==> src/rtl/if_stage_if.sv <==
// Signal bundle between the instruction-fetch stage and its environment (ID control, imem, IF/ID).
// The slave side is the fetch stage; the master side drives control, targets and imem data.
interface if_stage_if;
  logic        PCWrite;
  logic        IFFlush;
  logic [2:0]  pcsrc;
  logic [31:0] branch_target;
  logic [31:0] jump_target;
  logic [31:0] jr_target;
  logic [31:0] imem_data;
  logic [31:0] imem_addr;
  logic [31:0] pc;
  logic [31:0] IFID_instr;
  logic [31:0] IFID_pcplus4;
  logic        IFID_valid;
  logic [15:0] stall_cnt;

  modport master (
    output PCWrite, IFFlush, pcsrc, branch_target, jump_target, jr_target, imem_data,
    input  imem_addr, pc, IFID_instr, IFID_pcplus4, IFID_valid, stall_cnt
  );

  modport slave (
    input  PCWrite, IFFlush, pcsrc, branch_target, jump_target, jr_target, imem_data,
    output imem_addr, pc, IFID_instr, IFID_pcplus4, IFID_valid, stall_cnt
  );
endinterface

==> src/rtl/if_stage.sv <==
// Instruction-fetch stage: PC register with next-PC selection, IF/ID pipeline register
// with bubble insertion, and a saturating stall counter.
module if_stage #(
  parameter logic [31:0] RESET_PC = 32'h0000_0000,
  parameter logic [31:0] ILLOP_PC = 32'h8000_0004,
  parameter logic [31:0] XADR_PC  = 32'h8000_0008
) (
  input logic     clk,
  input logic     reset,
  if_stage_if.slave bus
);

  logic [31:0] pc_q, pc_d;
  logic [31:0] instr_q, instr_d;
  logic [31:0] pcp4_q, pcp4_d;
  logic        valid_q, valid_d;
  logic [15:0] stall_q, stall_d;
  logic [31:0] pcplus4;
  logic        redirect;
  logic        bubble;

  // Bit 31 is the supervisor bit; only the low 31 bits advance.
  assign pcplus4 = {pc_q[31], pc_q[30:0] + 31'd4};

  always_comb begin
    pc_d     = pc_q;
    redirect = 1'b0;
    if (bus.PCWrite) begin
      case (bus.pcsrc)
        3'b001: begin
          pc_d     = bus.branch_target;
          redirect = 1'b1;
        end
        3'b010: begin
          pc_d     = bus.jump_target;
          redirect = 1'b1;
        end
        3'b011: begin
          pc_d     = bus.jr_target;
          redirect = 1'b1;
        end
        3'b100: begin
          pc_d     = ILLOP_PC;
          redirect = 1'b1;
        end
        3'b101: begin
          pc_d     = XADR_PC;
          redirect = 1'b1;
        end
        default: pc_d = pcplus4;
      endcase
    end
  end

  assign bubble = bus.IFFlush | redirect;

  always_comb begin
    instr_d = bus.imem_data;
    pcp4_d  = pcplus4;
    valid_d = 1'b1;
    if (bubble) begin
      instr_d = 32'h0;
      pcp4_d  = 32'h0;
      valid_d = 1'b0;
    end
  end

  always_comb begin
    stall_d = stall_q;
    if (!bus.PCWrite && (stall_q != 16'hFFFF)) begin
      stall_d = stall_q + 16'd1;
    end
  end

  always_ff @(posedge clk) begin
    if (reset) begin
      pc_q    <= RESET_PC;
      instr_q <= 32'h0;
      pcp4_q  <= 32'h0;
      valid_q <= 1'b0;
      stall_q <= 16'h0;
    end else begin
      pc_q    <= pc_d;
      instr_q <= instr_d;
      pcp4_q  <= pcp4_d;
      valid_q <= valid_d;
      stall_q <= stall_d;
    end
  end

  assign bus.pc           = pc_q;
  assign bus.imem_addr    = pc_q;
  assign bus.IFID_instr   = instr_q;
  assign bus.IFID_pcplus4 = pcp4_q;
  assign bus.IFID_valid   = valid_q;
  assign bus.stall_cnt    = stall_q;

endmodule
==> src/flat_wrapper.sv <==
// flat-port wrapper written by rule: the top's interface ports become plain ports
module if_stage_flat 
#(
  parameter logic [31:0] RESET_PC = 32'h0000_0000,
  parameter logic [31:0] ILLOP_PC = 32'h8000_0004,
  parameter logic [31:0] XADR_PC  = 32'h8000_0008
)
  (clk, reset, bus_PCWrite, bus_IFFlush, bus_pcsrc, bus_branch_target, bus_jump_target, bus_jr_target, bus_imem_data, bus_imem_addr, bus_pc, bus_IFID_instr, bus_IFID_pcplus4, bus_IFID_valid, bus_stall_cnt);
  if_stage_if bus_i ();
  input logic clk;
  input logic reset;
  input wire logic [$bits(bus_i.PCWrite)-1:0] bus_PCWrite;
  input wire logic [$bits(bus_i.IFFlush)-1:0] bus_IFFlush;
  input wire logic [$bits(bus_i.pcsrc)-1:0] bus_pcsrc;
  input wire logic [$bits(bus_i.branch_target)-1:0] bus_branch_target;
  input wire logic [$bits(bus_i.jump_target)-1:0] bus_jump_target;
  input wire logic [$bits(bus_i.jr_target)-1:0] bus_jr_target;
  input wire logic [$bits(bus_i.imem_data)-1:0] bus_imem_data;
  output wire logic [$bits(bus_i.imem_addr)-1:0] bus_imem_addr;
  output wire logic [$bits(bus_i.pc)-1:0] bus_pc;
  output wire logic [$bits(bus_i.IFID_instr)-1:0] bus_IFID_instr;
  output wire logic [$bits(bus_i.IFID_pcplus4)-1:0] bus_IFID_pcplus4;
  output wire logic [$bits(bus_i.IFID_valid)-1:0] bus_IFID_valid;
  output wire logic [$bits(bus_i.stall_cnt)-1:0] bus_stall_cnt;
  assign bus_i.PCWrite = bus_PCWrite;
  assign bus_i.IFFlush = bus_IFFlush;
  assign bus_i.pcsrc = bus_pcsrc;
  assign bus_i.branch_target = bus_branch_target;
  assign bus_i.jump_target = bus_jump_target;
  assign bus_i.jr_target = bus_jr_target;
  assign bus_i.imem_data = bus_imem_data;
  assign bus_imem_addr = bus_i.imem_addr;
  assign bus_pc = bus_i.pc;
  assign bus_IFID_instr = bus_i.IFID_instr;
  assign bus_IFID_pcplus4 = bus_i.IFID_pcplus4;
  assign bus_IFID_valid = bus_i.IFID_valid;
  assign bus_stall_cnt = bus_i.stall_cnt;
  if_stage #(.RESET_PC(RESET_PC), .ILLOP_PC(ILLOP_PC), .XADR_PC(XADR_PC)) u_core (.clk(clk), .reset(reset), .bus(bus_i));
endmodule
==> config.mk <==
export PLATFORM = sky130hd
export DESIGN_NAME = if_stage_flat
export DESIGN_NICKNAME = d
export VERILOG_FILES = /design/src/rtl/if_stage_if.sv /design/src/rtl/if_stage.sv /design/src/flat_wrapper.sv
export SDC_FILE = /design/constraint.sdc
export NUM_CORES = 1
export LEC_CHECK = 0
export BUFFER_PORTS_ARGS = -buffer_cell sky130_fd_sc_hd__buf_4
export CORE_MARGIN = 2
export CORE_UTILIZATION = 36
export CTS_BUF_LIST = sky130_fd_sc_hd__clkbuf_8
export DETAILED_ROUTE_END_ITERATION = 7
export GPL_TIMING_DRIVEN = 0
export PLACE_DENSITY = 0.62
export SYNTH_ARGS = -nofsm -noshare
export SYNTH_HDL_FRONTEND = slang
export SYNTH_SLANG_ARGS = --single-unit
==> constraint.sdc <==
create_clock -name clk -period 5.2 [get_ports clk]
set_input_delay 0.52 -clock clk [delete_from_list [all_inputs] [get_ports clk]]
set_output_delay 0.52 -clock clk [all_outputs]
set_load 0.02 [all_outputs]
==> metrics.txt <==
Post-synth top cells dfxtp_1, nor2_1, and3_1; maximum vdd drop 0.000138 V; Fin Clk Skew 7.08 ps; Total Power 2070 uW; most used cell, CP nand3_1; Vias/cell 5.10; clk sink count 113; largest net degree at the start of global routing 17; Max stage delay cell, worst path or4_1; most frequent cell after synthesis dfxtp_1; Die H 128 um; WP data required 5580 ps; RSZ-0062 raised after global routing no; CTS Buf Count 17; routed via count 5800; Reg power frac 0.451; Crit Path Class flip-flop to flip-flop; CP Capture Type flip-flop; Ys Warns 0; Synth area leader dfxtp_1; Netlist cell types 56; layout cells sized above 1 0.408; detailed router's first-iteration violation count 409; crit-path cells ha_1, and4_1, nand3_1, or4_1, or3_1, nand3_1; Max Buffers Root-to-Sink 2; Max-Cap Viols 0; Synth top area share 0.409; Final Max Slew Viols 0; root cell of the clock tree clkbuf_8; Yosys reg bits 113; core footprint 15100 um^2; Hold Path Class primary input to flip-flop; IO buf count 277; final hold vios 0; synth-to-layout area growth 48.1%; Worst slew margin 0.218; first-pass GRT wire length 29.2 mm; Syn Nets 778; vias in the first global route 5248; DRT Pass-1 Iters 5; CTS tree done; Die ar. 16400 um^2; global route overflow 0; # nets final 1074; slowest cell delay on critical path 630 ps; # hold bufs at CTS 0; ys async rst share 0; P_sw 639 uW; crit-path max FO 8; ANT cells 0; Gate Count Post-Synth 641; initial core utilization 0.366; gp weighted congestion 0.871; fin crit share 0.493; Non-Filler Instances 1137; Crit path arrival time 2950 ps; most frequently used flop master after synthesis dfxtp_1; WL final 19.7 mm; setup bufs post-CTS 0; Worst-Margin Slew 1160 ps; Clk Latency, worst-skew pair 450 ps; Worst Setup Start Kind flip-flop; status completed; H-tree levels 4; DRC viols 0; post-detailed-route wirelength per cell 17.4 um; Synth Cell Area 5530 um^2; GRT Total Usage 0.235; row cnt 45; Inst Count DP 1106; antenna viol nets, final 0; clock-pin slew on the worst setup and hold paths 80 ps; DP HPWL 15.3 mm; Seq/Total Area, Yosys 0.409; die width 128 um; Sw Share 0.308; Fmax 0.390 GHz; internal power 1430 uW; Mean Syn Cell Area 8.62 um^2; Comb power frac 0.197; setup_tns 0 ps; Tmin final 2560 ps; final setup vio count 0; top cells by area, synth dfxtp_1, mux2_2, and3_1, buf_4, nor2_1; post-CTS resize count 0; Ports 280; Pwr per Cell Area 253 nW/um^2; antenna violations before repair 0; clock share of power 0.352; Post-synth EDFFs 0; Pleak 0.00375 uW
[logic make-up (layout without fill, tap and decap cells)]
logic type / after synthesis / in the layout / synth area share
adders and majority gates: 2 / 2 / 0.00453
AOI/OAI and AO/OA: 124 / 124 / 0.146
muxes: 32 / 32 / 0.0643
xor gates and xnor gates: 32 / 32 / 0.0507
and+or+nand+nor: 245 / 245 / 0.237
buffers and inverters: 93 / 401 / 0.0879
DFF: 113 / 113 / 0.409
[cell type report]
class	count	area (um^2)
Inverter	14	52.6
Clock buffer	17	234
Timing Repair Buffer	277	2080
Fill cell	1473	6910
Clock inverter	14	108
Multi-Input combinational cell	435	2780
Sequential cell	113	2260
Buffer	79	433
Tap cell	188	235
[per-layer routing]
layer	vias to the layer above	track usage	routed length, um
met5	-	0	0
met4	0	0.0957	507
li1	2857	-	-
met3	37	0.0647	1470
met1	2664	0.304	8560
met2	242	0.371	9200
[stage by stage]
stage / setup slack [ps] / area [um^2] / hold slack, ps / util
2_1_floorplan: 3000 / 5530 / 459 / -
3_3_place_gp: 2590 / 7840 / 474 / 0.520
3_5_place_dp: 2620 / 7840 / 509 / 0.520
4_1_cts: 2670 / 8180 / 266 / 0.542
5_1_grt: 2510 / 8180 / 268 / 0.542
6_report: 2640 / 8180 / 288 / 0.542
[cell usage in the layout (no fill, tap or decap), types with 14 or more instances in the layout]
cell type,Yosys,layout
clkbuf_1,34,34
buf_4,35,312
nand4_1,14,14
dfxtp_1,113,113
nor2_1,70,70
a22oi_1,23,23
nand2_1,31,31
clkbuf_8,0,17
inv_1,14,14
mux2_2,28,28
xnor2_1,22,22
and3_1,43,43
a21oi_1,33,33
o21ai_0,22,22
nor3_1,25,25
[path summary, 6_finish.rpt]
kind	from	to	slack, ps	cells past startpoint
worst max-delay path	u_core.bus.imem_addr[2]	u_core.bus.imem_addr[26]	2640	6
worst min-delay path	bus_imem_data[14]	u_core.bus.IFID_instr[14]	290	2
worst max register to register	u_core.bus.imem_addr[2]	u_core.bus.imem_addr[26]	2640	6
worst min register to register	u_core.bus.imem_addr[31]	u_core.bus.imem_addr[31]	510	2
[worst max-delay path: cells and delay by family (launching register included)]
kind | cells | cell delay [ps]
simple gates | 5 | 1630
flops | 1 | 530
fa+ha+maj | 1 | 350
[state kept, by name (all words and copies together), names as in the netlist]
name / flops
u_core.bus.IFID_valid: 1
u_core.bus.imem_addr: 32
u_core.bus.stall_cnt: 16
u_core.bus.IFID_instr: 32
u_core.bus.IFID_pcplus4: 32
[power by group through the flow]
stage | clock (uW) | combinational, uW | sequential [uW]
after detailed placement | 0 | 407 | 954
after global routing | 792 | 436 | 938
after global placement | 0 | 405 | 953
after CTS | 750 | 409 | 934
after floorplan | 0 | 176 | 981
final | 730 | 407 | 934
(Power assumes the default switching activity.)
